## config.mk

```make
export PLATFORM = sky130hd
export DESIGN_NAME = id_ex_stage
export DESIGN_NICKNAME = d
export VERILOG_FILES = /design/src/rtl/id_ex_stage.sv
export SDC_FILE = /design/constraint.sdc
export NUM_CORES = 1
export LEC_CHECK = 0
export CELL_PAD_IN_SITES_DETAIL_PLACEMENT = 0
export CELL_PAD_IN_SITES_GLOBAL_PLACEMENT = 2
export CORE_AREA = 2 2 252 254
export CTS_BUF_LIST = sky130_fd_sc_hd__clkbuf_8
export DETAILED_ROUTE_END_ITERATION = 10
export DIE_AREA = 0 0 254 256
export GPL_TIMING_DRIVEN = 0
export PLACE_DENSITY_LB_ADDON = 0.1
export SLEW_MARGIN = 30
export SYNTH_ARGS = -nofsm -noshare
export SYNTH_HDL_FRONTEND = slang
export SYNTH_SLANG_ARGS = --single-unit
```

## constraint.sdc

```tcl
create_clock -name clk -period 24 [get_ports clk]
set_clock_uncertainty 0.1 [all_clocks]
set_input_delay 3.6 -clock clk [delete_from_list [all_inputs] [get_ports clk]]
set_output_delay 3.6 -clock clk [all_outputs]
set_load 0.02 [all_outputs]
```

## src/rtl/id_ex_stage.sv

```systemverilog
// ----------------------------------------------------------------------------
// id_ex_stage
//   ID/EX pipeline register with load-use hazard detection, external hold,
//   flush (branch kill) handling and saturating stall/bubble counters.
//
// Parameters
//   XLEN  datapath width
//   CNTW  performance counter width
//
// Ports
//   clk, rst_n                 clock, synchronous active-low reset
//   id_*                       decode-stage instruction, operands, control
//   flush                      taken-branch kill: load a bubble next edge
//   hold                       external freeze: EX registers keep their value
//   ex_*                       registered EX-stage copies of the id_* fields
//   stall                      (hold | load_use) & ~flush, combinational
//   pc_write, ifid_write       ~stall, freeze PC and IF/ID while stalling
//   stall_count, bubble_count  saturating counters
// ----------------------------------------------------------------------------
module id_ex_stage #(
  parameter int unsigned XLEN = 64,
  parameter int unsigned CNTW = 32
) (
  input  logic            clk,
  input  logic            rst_n,

  input  logic            id_valid,
  input  logic [XLEN-1:0] id_pc,
  input  logic [XLEN-1:0] id_rs1_data,
  input  logic [XLEN-1:0] id_rs2_data,
  input  logic [XLEN-1:0] id_imm,
  input  logic [4:0]      id_rs1,
  input  logic [4:0]      id_rs2,
  input  logic [4:0]      id_rd,
  input  logic [3:0]      id_funct,
  input  logic            id_RegWrite,
  input  logic            id_MemRead,
  input  logic            id_MemWrite,
  input  logic            id_MemtoReg,
  input  logic            id_ALUSrc,
  input  logic            id_Branch,
  input  logic [1:0]      id_ALUOp,

  input  logic            flush,
  input  logic            hold,

  output logic            ex_valid,
  output logic [XLEN-1:0] ex_pc,
  output logic [XLEN-1:0] ex_rs1_data,
  output logic [XLEN-1:0] ex_rs2_data,
  output logic [XLEN-1:0] ex_imm,
  output logic [4:0]      ex_rs1,
  output logic [4:0]      ex_rs2,
  output logic [4:0]      ex_rd,
  output logic [3:0]      ex_funct,
  output logic            ex_RegWrite,
  output logic            ex_MemRead,
  output logic            ex_MemWrite,
  output logic            ex_MemtoReg,
  output logic            ex_ALUSrc,
  output logic            ex_Branch,
  output logic [1:0]      ex_ALUOp,

  output logic            stall,
  output logic            pc_write,
  output logic            ifid_write,

  output logic [CNTW-1:0] stall_count,
  output logic [CNTW-1:0] bubble_count
);

  // Action taken by the EX register bank on the coming edge.
  typedef enum logic [2:0] {
    UPD_RESET,     // clear everything including counters
    UPD_FLUSH,     // counted bubble, branch kill
    UPD_HOLD,      // keep all EX registers
    UPD_LOAD_USE,  // counted bubble, ID/IF frozen
    UPD_LOAD,      // latch the decode instruction
    UPD_IDLE       // uncounted bubble, nothing valid in ID
  } upd_e;

  upd_e upd;
  logic load_use;

  function automatic logic [CNTW-1:0] sat_inc(input logic [CNTW-1:0] v);
    return (v == '1) ? v : v + CNTW'(1);
  endfunction

  // Hazard detection looks only at the current EX registers, so a
  // dependent instruction sees at most one bubble: after the bubble the
  // load has moved on and ex_valid is 0.
  always_comb begin
    load_use = ex_valid && ex_MemRead && (ex_rd != 5'd0) && id_valid &&
               ((ex_rd == id_rs1) || (ex_rd == id_rs2));
    stall      = (hold || load_use) && !flush;
    pc_write   = !stall;
    ifid_write = !stall;

    upd = UPD_LOAD;
    if (!rst_n)        upd = UPD_RESET;
    else if (flush)    upd = UPD_FLUSH;
    else if (hold)     upd = UPD_HOLD;
    else if (load_use) upd = UPD_LOAD_USE;
    else if (!id_valid) upd = UPD_IDLE;
  end

  always_ff @(posedge clk) begin
    if (!rst_n) begin
      stall_count  <= '0;
      bubble_count <= '0;
    end else begin
      if (stall)
        stall_count <= sat_inc(stall_count);
      if ((upd == UPD_FLUSH) || (upd == UPD_LOAD_USE))
        bubble_count <= sat_inc(bubble_count);
    end
  end

  always_ff @(posedge clk) begin
    case (upd)
      UPD_HOLD: begin
        // all EX registers retain their values
      end
      UPD_LOAD: begin
        ex_valid    <= 1'b1;
        ex_pc       <= id_pc;
        ex_rs1_data <= id_rs1_data;
        ex_rs2_data <= id_rs2_data;
        ex_imm      <= id_imm;
        ex_rs1      <= id_rs1;
        ex_rs2      <= id_rs2;
        ex_rd       <= id_rd;
        ex_funct    <= id_funct;
        ex_RegWrite <= id_RegWrite;
        ex_MemRead  <= id_MemRead;
        ex_MemWrite <= id_MemWrite;
        ex_MemtoReg <= id_MemtoReg;
        ex_ALUSrc   <= id_ALUSrc;
        ex_Branch   <= id_Branch;
        ex_ALUOp    <= id_ALUOp;
      end
      default: begin
        // reset and every kind of bubble clear the whole bank
        ex_valid    <= 1'b0;
        ex_pc       <= '0;
        ex_rs1_data <= '0;
        ex_rs2_data <= '0;
        ex_imm      <= '0;
        ex_rs1      <= '0;
        ex_rs2      <= '0;
        ex_rd       <= '0;
        ex_funct    <= '0;
        ex_RegWrite <= 1'b0;
        ex_MemRead  <= 1'b0;
        ex_MemWrite <= 1'b0;
        ex_MemtoReg <= 1'b0;
        ex_ALUSrc   <= 1'b0;
        ex_Branch   <= 1'b0;
        ex_ALUOp    <= '0;
      end
    endcase
  end

endmodule

```

==> flow_summary_export.csv, run 1 <==
group,metric,value,unit
status,status,"complete, no violations",
route,drt_pass1_iterations,5,
synth,synth_edf_count,284,
sta,slew_headroom,0.520,
min_path,holdPathEnd,"bubble_count[19]",
synth,syn_area,0.0141,mm²
pwr,peakVddDrop,0.0000280,V
critical_path,crit_fanout,11,
placement,place.gp.congestion,0.830,
global_routing,top_usage_layer,"met2",
clock_network,cts_setup_buffers,0,
clock_network,cts_resized,0,
pwr,p_sw,373,µW
pwr,leakage,8.53,nW
sta,setup_viol,0,
run,maxCapViolCount,0,
critical_path,ff2ff_setup_slack,20800,ps
sta,period_needed,9970,ps
route,wl_per_cell,23.8,µm
floorplan,die_w,254,µm
global_routing,grt_util_met2,0.323,
global_routing,grt_max_degree,47,
synth,ys_types,49,
synth,avgSynthCellArea,13.5,µm²
critical_path,worst_setup_path_end_kind,"primary output",
synth,syn_inst,1045,
synth,synth-async-reset-ratio,0,
pwr,swShare,0.260,
pwr,pwr-share-seq,0.478,
sta,fin_setup_tns,0,ps
route,drt_wl_total,63.5,mm
route,drc,0,
pwr,pwr_density_cell,62.4,mW/mm²
min_path,hold_class,"flip-flop to flip-flop",
sta,fin_crit_sh,0.415,
floorplan,die-area,0.0650,mm²
sta,worst_slew_pin_slew,719,ps
global_routing,grt_pass1_vias,11194,
sta,slew_violations,0,
placement,hpwl,49.9,mm
clock_network,path_clk_slew,50,ps
layout,fin_area,0.0230,mm²
clock_network,clk_latency,620,ps
critical_path,cp-start-kind,"input port",
layout,drive_gt1_frac,0.0771,
clock_network,numClockSinks,348,
synth,synth_ff_type,"edfxtp_1",
pwr,p_int,1.06,mW
global_routing,grt_pass1_wl,87.1,mm
critical_path,crit_type,"input port to primary output",
sta,timing.fmax,100,MHz
synth,yosysSeqAreaShare,0.696,
global_routing,grtUsageMet1,0.211,
global_routing,grt_overflow,0,
global_routing,grt_use_total,0.190,
layout,final_nets,2052,
global_routing,grtUsageMet3,0.0768,
layout,synthToLayoutAreaGrowth,63.2,%
route,drtIter0Drc,583,
floorplan,num_io_pins,639,
global_routing,antenna_found_initial,19,
critical_path,reg2reg_from,"ex_rd[1]",
clock_network,cts_buffer_depth,3,
route,vias,11248,
clock_network,cts_tree,"done",
critical_path,crit_required,20300,ps
clock_network,root_buffer,"clkbuf_8",
pwr,power_frac_comb,0.124,
route,via_per_inst,4.21,
route,antenna_left,0,
critical_path,arrival,6270,ps
clock_network,numCtsBuffers,70,
synth,ys_ff_latch,348,
placement,dpl_cell_area,0.0217,mm²
floorplan,die_h,256,µm
sta,rsz0062_at_grt,"false",
min_path,min_from,"bubble_count[19]",
floorplan,rows,92,
critical_path,worstRegToRegCells,8,
floorplan,core_area,0.0624,mm²
synth,synth_fp_nets,1335,
critical_path,cp-startpoint,"id_rs1[2]",
placement,io_buffers,638,
clock_network,h-tree-depth,3,
min_path,min_delay_path_depth,2,
sta,hold_violations,0,
synth,ys_warn_count,0,
pwr,clockPowerShare,0.398,
clock_network,hold_buffers,0,
floorplan,initial_core_util,0.226,
critical_path,reg2reg_to,"ex_pc[1]",
[critical path, stage by stage]
cell	delay, ps
clkdlybuf4s50_1	470
xnor2_1	150
nand3_1	190
o221ai_1	200
nand2_1	270
clkbuf_1	570
buf_4	210
clkdlybuf4s50_1	620
[worst max-delay path by stage]
stage	cells after the start	slack, ps	end
5_1_grt	8	13810	pc_write
3_3_place_gp	3	8610	ex_pc[0]
6_report	8	14030	pc_write
4_1_cts	8	13950	pc_write
3_5_place_dp	8	13950	pc_write
2_1_floorplan	3	13420	ex_ALUOp[0]
[cell usage after synthesis (11+ instances only)]
cell type	count	area share
and2_1	289	0.13
nand4_1	24	0.011
a21oi_1	36	0.013
buf_2	31	0.011
or3_1	18	0.0080
or4_1	20	0.011
nor4_1	15	0.0067
nor2_1	11	0.0029
nand2b_1	14	0.0062
and3_1	11	0.0049
clkbuf_1	16	0.0043
nand3_1	25	0.0089
nand2_1	51	0.014
dfxtp_1	64	0.091
o21ai_0	17	0.0060
edfxtp_1	284	0.61
mux2i_1	18	0.013
o31ai_1	16	0.0085
[flip-flops by register name (all words and copies together) (netlist names), 4 cells and up]
| signal | count |
|---|---|
| bubble_count | 32 |
| ex_pc | 64 |
| ex_rd | 5 |
| stall_count | 32 |
| ex_rs1_data | 64 |
| ex_rs2_data | 64 |
| ex_imm | 64 |
| ex_funct | 4 |
| ex_rs2 | 5 |
| ex_rs1 | 5 |
[cell families (layout without fill, tap and decap cells)]
family	after synthesis	after routing	synth area share
buffers and inverters	67	839	0.0238
flip-flops	348	348	0.696
XOR/XNOR	11	11	0.00684
AND/OR/NAND/NOR	502	502	0.213
AO/OA/AOI/OAI	97	97	0.0454
adder cells (fa/ha/maj)	2	2	0.00178
multiplexers	18	18	0.0128
other	0	7	0
[layout by cell type, fill, tap and decap left out, types with 7 or more instances in the layout]
cell type          n
a21oi_1           36
and2_1           289
and3_1            11
buf_2             31
buf_4              8
clkbuf_1          16
clkbuf_8          72
clkdlybuf4s50_1  638
clkinv_1          17
dfxtp_1           64
diode_2            7
edfxtp_1         284
inv_1             35
mux2i_1           18
nand2_1           50
nand2b_1          14
nand3_1           25
nand4_1           24
nor2_1            11
nor3_1             9
nor4_1            15
o21ai_0           17
o31ai_1           16
or3_1             18
or4_1             20
xnor2_1           10
[power by group through the flow]
stage               combinational [mW]  sequential [mW]  clock (mW)
finish                           0.178            0.686       0.570
CTS                              0.182            0.686       0.597
floorplan                       0.0218            0.738           0
global placement                 0.179            0.706           0
detailed placement               0.181            0.698           0
global route                     0.188            0.688       0.620
[layer usage]
metal,routed length (µm),part of all wire
met1,23800,0.38
met2,31300,0.49
met3,6290,0.099
met4,1910,0.030
met5,146,0.0023
[per-stage QoR]
step / total power [mW] / util / cells / hold WS, ps / setup WS, ps
final: 1.43 / 0.369 / 2670 / 387 / 14030
after global routing: 1.50 / 0.369 / 2668 / 434 / 13810
after CTS: 1.46 / 0.368 / 2663 / 391 / 13950
after detailed placement: 0.879 / 0.348 / 2536 / 383 / 13950
after global placement: 0.885 / 0.345 / 2529 / 379 / 8610
after floorplan: 0.760 / - / 1045 / 447 / 13420
[final cells by class]
cell class / instances / area (µm²)
plain buffers: 60 / 309
diodes: 7 / 17.5
flip-flops and latches: 348 / 9810
multi-input cells: 630 / 3960
fillers: 6189 / 39400
inverters: 7 / 26.3
well taps: 846 / 1060
clock inverters: 55 / 270
clock buffers: 72 / 991
repair buffers: 645 / 6560
(Power assumes the default switching activity.)
==> run 2, diff against run 1 <==
--- a/config.mk
+++ b/config.mk
@@ -7,10 +7,10 @@
 export LEC_CHECK = 0
 export CELL_PAD_IN_SITES_DETAIL_PLACEMENT = 0
 export CELL_PAD_IN_SITES_GLOBAL_PLACEMENT = 2
-export CORE_AREA = 2 2 252 254
+export CORE_AREA = 2 2 246 248
 export CTS_BUF_LIST = sky130_fd_sc_hd__clkbuf_8
 export DETAILED_ROUTE_END_ITERATION = 10
-export DIE_AREA = 0 0 254 256
+export DIE_AREA = 0 0 248 250
 export GPL_TIMING_DRIVEN = 0
 export PLACE_DENSITY_LB_ADDON = 0.1
 export SLEW_MARGIN = 30
==> constraint.sdc (replaced) <==
create_clock -name clk -period 10.1 [get_ports clk]
set_clock_uncertainty 0.1 [all_clocks]
set_input_delay 1.515 -clock clk [delete_from_list [all_inputs] [get_ports clk]]
set_output_delay 1.515 -clock clk [all_outputs]
set_load 0.02 [all_outputs]
==> run 2 against run 1 <==
Clock power grew 130%. Largest cell class unchanged. Clock-buffer cell count rose by 1. Global-route usage grew 0.72 points.
==> flow_summary_export.csv, run 2 (same netlist as run 1, synthesis figures left out) <==
group,metric,value,unit
layout,final_cells,2597,
run,maxCapViolCount,0,
clock_network,numClockSinks,348,
route,wl_per_cell,24.1,µm
layout,fin_area,0.0228,mm²
route,drc,0,
route,vias,11229,
critical_path,ff2ff_setup_slack,7160,ps
floorplan,num_io_pins,639,
sta,slew_headroom,0.515,
critical_path,crit_fanout,11,
floorplan,die_h,250,µm
min_path,hold_class,"flip-flop to flip-flop",
floorplan,rows,90,
sta,period_needed,5740,ps
route,drt_pass1_iterations,4,
sta,slew_violations,0,
sta,worst_slack,4360,ps
floorplan,die-area,0.0620,mm²
pwr,peakVddDrop,0.0000765,V
route,via_per_inst,4.32,
placement,place.gp.congestion,0.853,
placement,post-place-ws,4280,ps
global_routing,grt_max_degree,48,
layout,final_nets,2051,
layout,drive_gt1_frac,0.0774,
clock_network,numCtsBuffers,69,
floorplan,initial_core_util,0.237,
pwr,pwr_density_cell,147,mW/mm²
layout,mostFrequentLayoutCells,"clkdlybuf4s50_1, and2_1, edfxtp_1",
clock_network,cts_setup_buffers,0,
sta,setup_viol,0,
route,drtIter0Drc,559,
layout,final_common_cell,"clkdlybuf4s50_1",
global_routing,grt_overflow,0,
critical_path,worstRegToRegCells,8,
layout,final_util,0.383,
sta,timing.fmax,174,MHz
global_routing,grt_use_total,0.197,
floorplan,core_area,0.0596,mm²
critical_path,cp-start-kind,"input port",
sta,hold_violations,0,
clock_network,h-tree-depth,3,
sta,rsz0062_at_grt,"false",
sta,fin_setup_tns,0,ps
critical_path,worst_setup_path_end_kind,"primary output",
clock_network,cts_tree,"done",
clock_network,clk_latency,630,ps
clock_network,path_clk_slew,60,ps
critical_path,crit_type,"input port to primary output",
floorplan,die_w,248,µm
critical_path,reg2reg_from,"stall_count[15]",
critical_path,cp-endpoint,"pc_write",
route,antenna_left,0,
placement,dpl_cell_area,0.0216,mm²
status,status,"complete, no violations",
critical_path,arrival,4130,ps
placement,hpwl,49.7,mm
critical_path,crit_required,8490,ps
critical_path,cp-startpoint,"id_rs1[2]",
global_routing,grt_pass1_vias,11376,
layout,synthToLayoutAreaGrowth,62.1,%
clock_network,root_buffer,"clkbuf_8",
sta,worst_slew_pin_slew,728,ps
global_routing,antenna_found_initial,13,
clock_network,cts_resized,0,
placement,dp_cells,2472,
placement,io_buffers,638,
route,drt_wl_total,62.7,mm
clock_network,hold_buffers,0,
critical_path,reg2reg_to,"stall_count[1]",
global_routing,grt_pass1_wl,87.1,mm
pwr,leakage,8.47,nW
sta,fin_crit_sh,0.569,
clock_network,cts_buffer_depth,3,
==> run 2: cell types whose count changed in the layout (fill, tap and decap cells not counted), sizes merged <==
| cell | before | now |
|---|---|---|
| clkinv | 20 | 24 |
| inv | 39 | 28 |
| diode | 7 | 6 |
| clkbuf | 88 | 89 |
| clkinvlp | 2 | 1 |
| bufinv | 1 | 0 |
==> run 2: power by group <==
| part | switching, mW | leakage (nW) | internal [mW] | total [mW] |
|---|---|---|---|---|
| sequential | 0.0194 | 3.80 | 1.61 | 1.63 |
| combinational | 0.201 | 3.99 | 0.222 | 0.423 |
| clock | 0.639 | 0.686 | 0.665 | 1.30 |
| total | 0.860 | 8.47 | 2.50 | 3.36 |
==> run 2: worst min path at each step <==
stage,to,start,cells past startpoint,slack (ps)
6_report,bubble_count[19],bubble_count[19],2,390
5_1_grt,bubble_count[6],bubble_count[6],2,410
4_1_cts,bubble_count[13],bubble_count[13],2,400
3_5_place_dp,bubble_count[13],bubble_count[13],2,380
3_3_place_gp,stall_count[8],stall_count[8],2,380
2_1_floorplan,bubble_count[10],bubble_count[10],1,450
==> run 2: routing by layer <==
layer | GRT usage | wire length, µm | vias up
met5 | 0 | 103 | -
met4 | 0.0551 | 1080 | 14
met3 | 0.0686 | 5270 | 81
met2 | 0.349 | 32300 | 378
met1 | 0.223 | 23900 | 5502
li1 | - | - | 5254
==> run 2: critical path: stages <==
cell and delay (ps):
clkdlybuf4s50_1 470, xnor2_1 150, nand3_1 150, o221ai_1 210
nand2_1 270, clkbuf_1 550, buf_4 210, clkdlybuf4s50_1 590
==> run 2: stage by stage <==
step,hold WS (ps),power (mW)
6_report,394,3.36
5_1_grt,410,3.50
4_1_cts,397,3.42
3_5_place_dp,385,2.09
3_3_place_gp,380,2.10
2_1_floorplan,447,1.81
==> run 2: layout make-up <==
cell class / count / area, µm²
Multi-Input combinational cell: 630 / 3960
Buffer: 60 / 309
Inverter: 7 / 26.3
Fill cell: 5874 / 36700
Tap cell: 782 / 978
Clock buffer: 73 / 1000
Sequential cell: 348 / 9810
Timing Repair Buffer: 645 / 6550
Antenna cell: 6 / 15.0
Clock inverter: 46 / 195
==> run 3, diff against run 2 <==
==> constraint.sdc (replaced) <==
create_clock -name clk -period 5.4 [get_ports clk]
set_clock_uncertainty 0.1 [all_clocks]
set_input_delay 0.81 -clock clk [delete_from_list [all_inputs] [get_ports clk]]
set_output_delay 0.81 -clock clk [all_outputs]
set_load 0.02 [all_outputs]
==> run 3 against run 2 <==
Clock-buffer cell count grew 3. Core utilization about the same. Via count fell by 0.37%. Register-to-register slack worse by 4700 ps. First-iteration DRC count is 25% higher. Critical endpoint unchanged. Critical path type is now flip-flop to primary output. Global-route usage down 0.37 points. Sequential cell count unchanged. Highest routed layer unchanged. Die area did not move. Cell count is 0.12% higher. Design area hardly changed.
==> flow_summary_export.csv, run 3 (same netlist as run 1, synthesis figures left out) <==
group,metric,value,unit
min_path,min_delay_path_depth,2,
min_path,hold_class,"flip-flop to flip-flop",
critical_path,arrival,3580,ps
critical_path,worst_setup_path_end_kind,"primary output",
sta,period_needed,4490,ps
layout,synthToLayoutAreaGrowth,62.0,%
pwr,leakage,8.49,nW
layout,mostFrequentLayoutCells,"clkdlybuf4s50_1, and2_1, edfxtp_1",
route,met3_length,6.11,mm
route,met2_length,31.3,mm
route,drt_wl_total,62.2,mm
placement,io_buffers,638,
sta,rsz0062_at_grt,"false",
sta,worst_slew_pin_slew,765,ps
floorplan,die-area,0.0620,mm²
critical_path,crit_type,"flip-flop to primary output",
clock_network,cts_resized,0,
clock_network,cts_setup_buffers,0,
floorplan,num_io_pins,639,
layout,fin_area,0.0228,mm²
clock_network,clk_latency,620,ps
clock_network,cts_buffer_depth,3,
sta,setup_viol,0,
critical_path,cpMaxStageDelayCell,"or4_1",
route,wl_per_cell,23.9,µm
route,via_per_inst,4.30,
sta,fin_crit_sh,0.831,
floorplan,die_w,248,µm
global_routing,grt_max_degree,78,
clock_network,h-tree-depth,3,
pwr,pwr_density_cell,276,mW/mm²
floorplan,core_area,0.0596,mm²
clock_network,numClockSinks,348,
route,vias,11187,
clock_network,path_clk_slew,50,ps
layout,nFillCells,5829,
layout,final_common_cell,"clkdlybuf4s50_1",
critical_path,crit_required,4490,ps
critical_path,cp-start-kind,"flip-flop",
critical_path,worstPathCellList,"or4_1 > o2111ai_2 > a21oi_1 > nand2_1 > clkbuf_1 > buf_4 > clkdlybuf4s50_1",
clock_network,hold_buffers,0,
clock_network,numCtsBuffers,71,
layout,drive_gt1_frac,0.0746,
critical_path,critPathBufInv,3,
sta,hold_slack,388,ps
clock_network,cts_tree,"done",
global_routing,grt_pass1_vias,11072,
global_routing,grt_use_total,0.194,
pwr,peakVddDrop,0.000136,V
placement,hpwl,48.5,mm
sta,slew_violations,0,
global_routing,grt_overflow,0,
route,maxUsedRoutingLayer,"met5",
sta,slew_headroom,0.490,
global_routing,antenna_found_initial,19,
floorplan,die_h,250,µm
critical_path,worstSetupPathDepth,7,
placement,place.gp.congestion,0.834,
clock_network,root_buffer,"clkbuf_8",
critical_path,critPathMaxStageDelay,590,ps
run,maxCapViolCount,0,
layout,final_nets,2050,
route,drtIter0Drc,698,
floorplan,initial_core_util,0.237,
sta,hold_violations,0,
sta,timing.fmax,223,MHz
global_routing,grt_pass1_wl,84.6,mm
placement,dpl_cell_area,0.0216,mm²
critical_path,crit_fanout,11,
critical_path,critPathTopFamily,"buffers and inverters",
route,antenna_left,0,
route,drt_pass1_iterations,5,
floorplan,rows,90,
status,status,"complete, no violations",
route,wl_met1,23.2,mm
route,drc,0,
critical_path,worstRegToRegCells,9,
==> run 3: changes by cell type in the layout (fill, tap and decap cells not counted), moves of 2 or more <==
cell	change
buf_12	-4
clkbuf_8	+3
clkinv_1	-4
clkinv_2	-4
diode_2	+2
inv_1	+10
==> run 3: worst register-to-register path: stages, from the launching register on <==
cell	delay [ps]
edfxtp_1	500
or4_1	590
o2111ai_2	240
inv_2	90
a21oi_4	240
and3_1	200
buf_2	190
buf_4	210
buf_4	200
and2_1	200
==> run 3: per-stage QoR <==
stage | setup TNS, ps | utilization | worst slack, ps | power, mW | std cells
2_1_floorplan | 0 | - | 494 | 3.37 | 1045
3_3_place_gp | -654240 | 0.360 | -2320 | 3.91 | 2465
3_5_place_dp | 0 | 0.362 | 1090 | 3.90 | 2469
4_1_cts | 0 | 0.383 | 806 | 6.44 | 2592
5_1_grt | 0 | 0.383 | 724 | 6.58 | 2596
6_report | 0 | 0.383 | 915 | 6.31 | 2600
==> run 3: layer usage <==
metal,vias to the layer above,global-route usage
li1,5243,-
met1,5386,0.212
met2,427,0.337
met3,111,0.0811
met4,20,0.0606
met5,-,0
==> run 3: area by class of cell <==
| type | count | area (µm²) | share of cell area |
|---|---|---|---|
| clock buffers | 76 | 1050 | 0.0458 |
| flip-flops and latches | 348 | 9810 | 0.429 |
| plain buffers | 60 | 309 | 0.0135 |
| diodes | 8 | 20.0 | 0.000877 |
| inverters | 7 | 26.3 | 0.00115 |
| repair buffers | 642 | 6500 | 0.284 |
| clock inverters | 47 | 188 | 0.00822 |
| multi-input cells | 630 | 3970 | 0.174 |
| well taps | 782 | 978 | 0.0428 |
==> run 3: path summary, 6_finish.rpt <==
| path | startpoint | endpoint | slack, ps |
|---|---|---|---|
| setup / recovery | ex_rd[3] | pc_write | 910 |
| hold / removal | bubble_count[19] | bubble_count[19] | 390 |
| setup reg to reg | ex_rd[3] | ex_rs2[0] | 2490 |
| hold reg to reg | bubble_count[19] | bubble_count[19] | 390 |
==> run 3: power breakdown <==
part | total [mW] | internal, mW | switching (mW)
combinational | 0.791 | 0.412 | 0.379
clock | 2.47 | 1.28 | 1.19
sequential | 3.05 | 3.01 | 0.0370
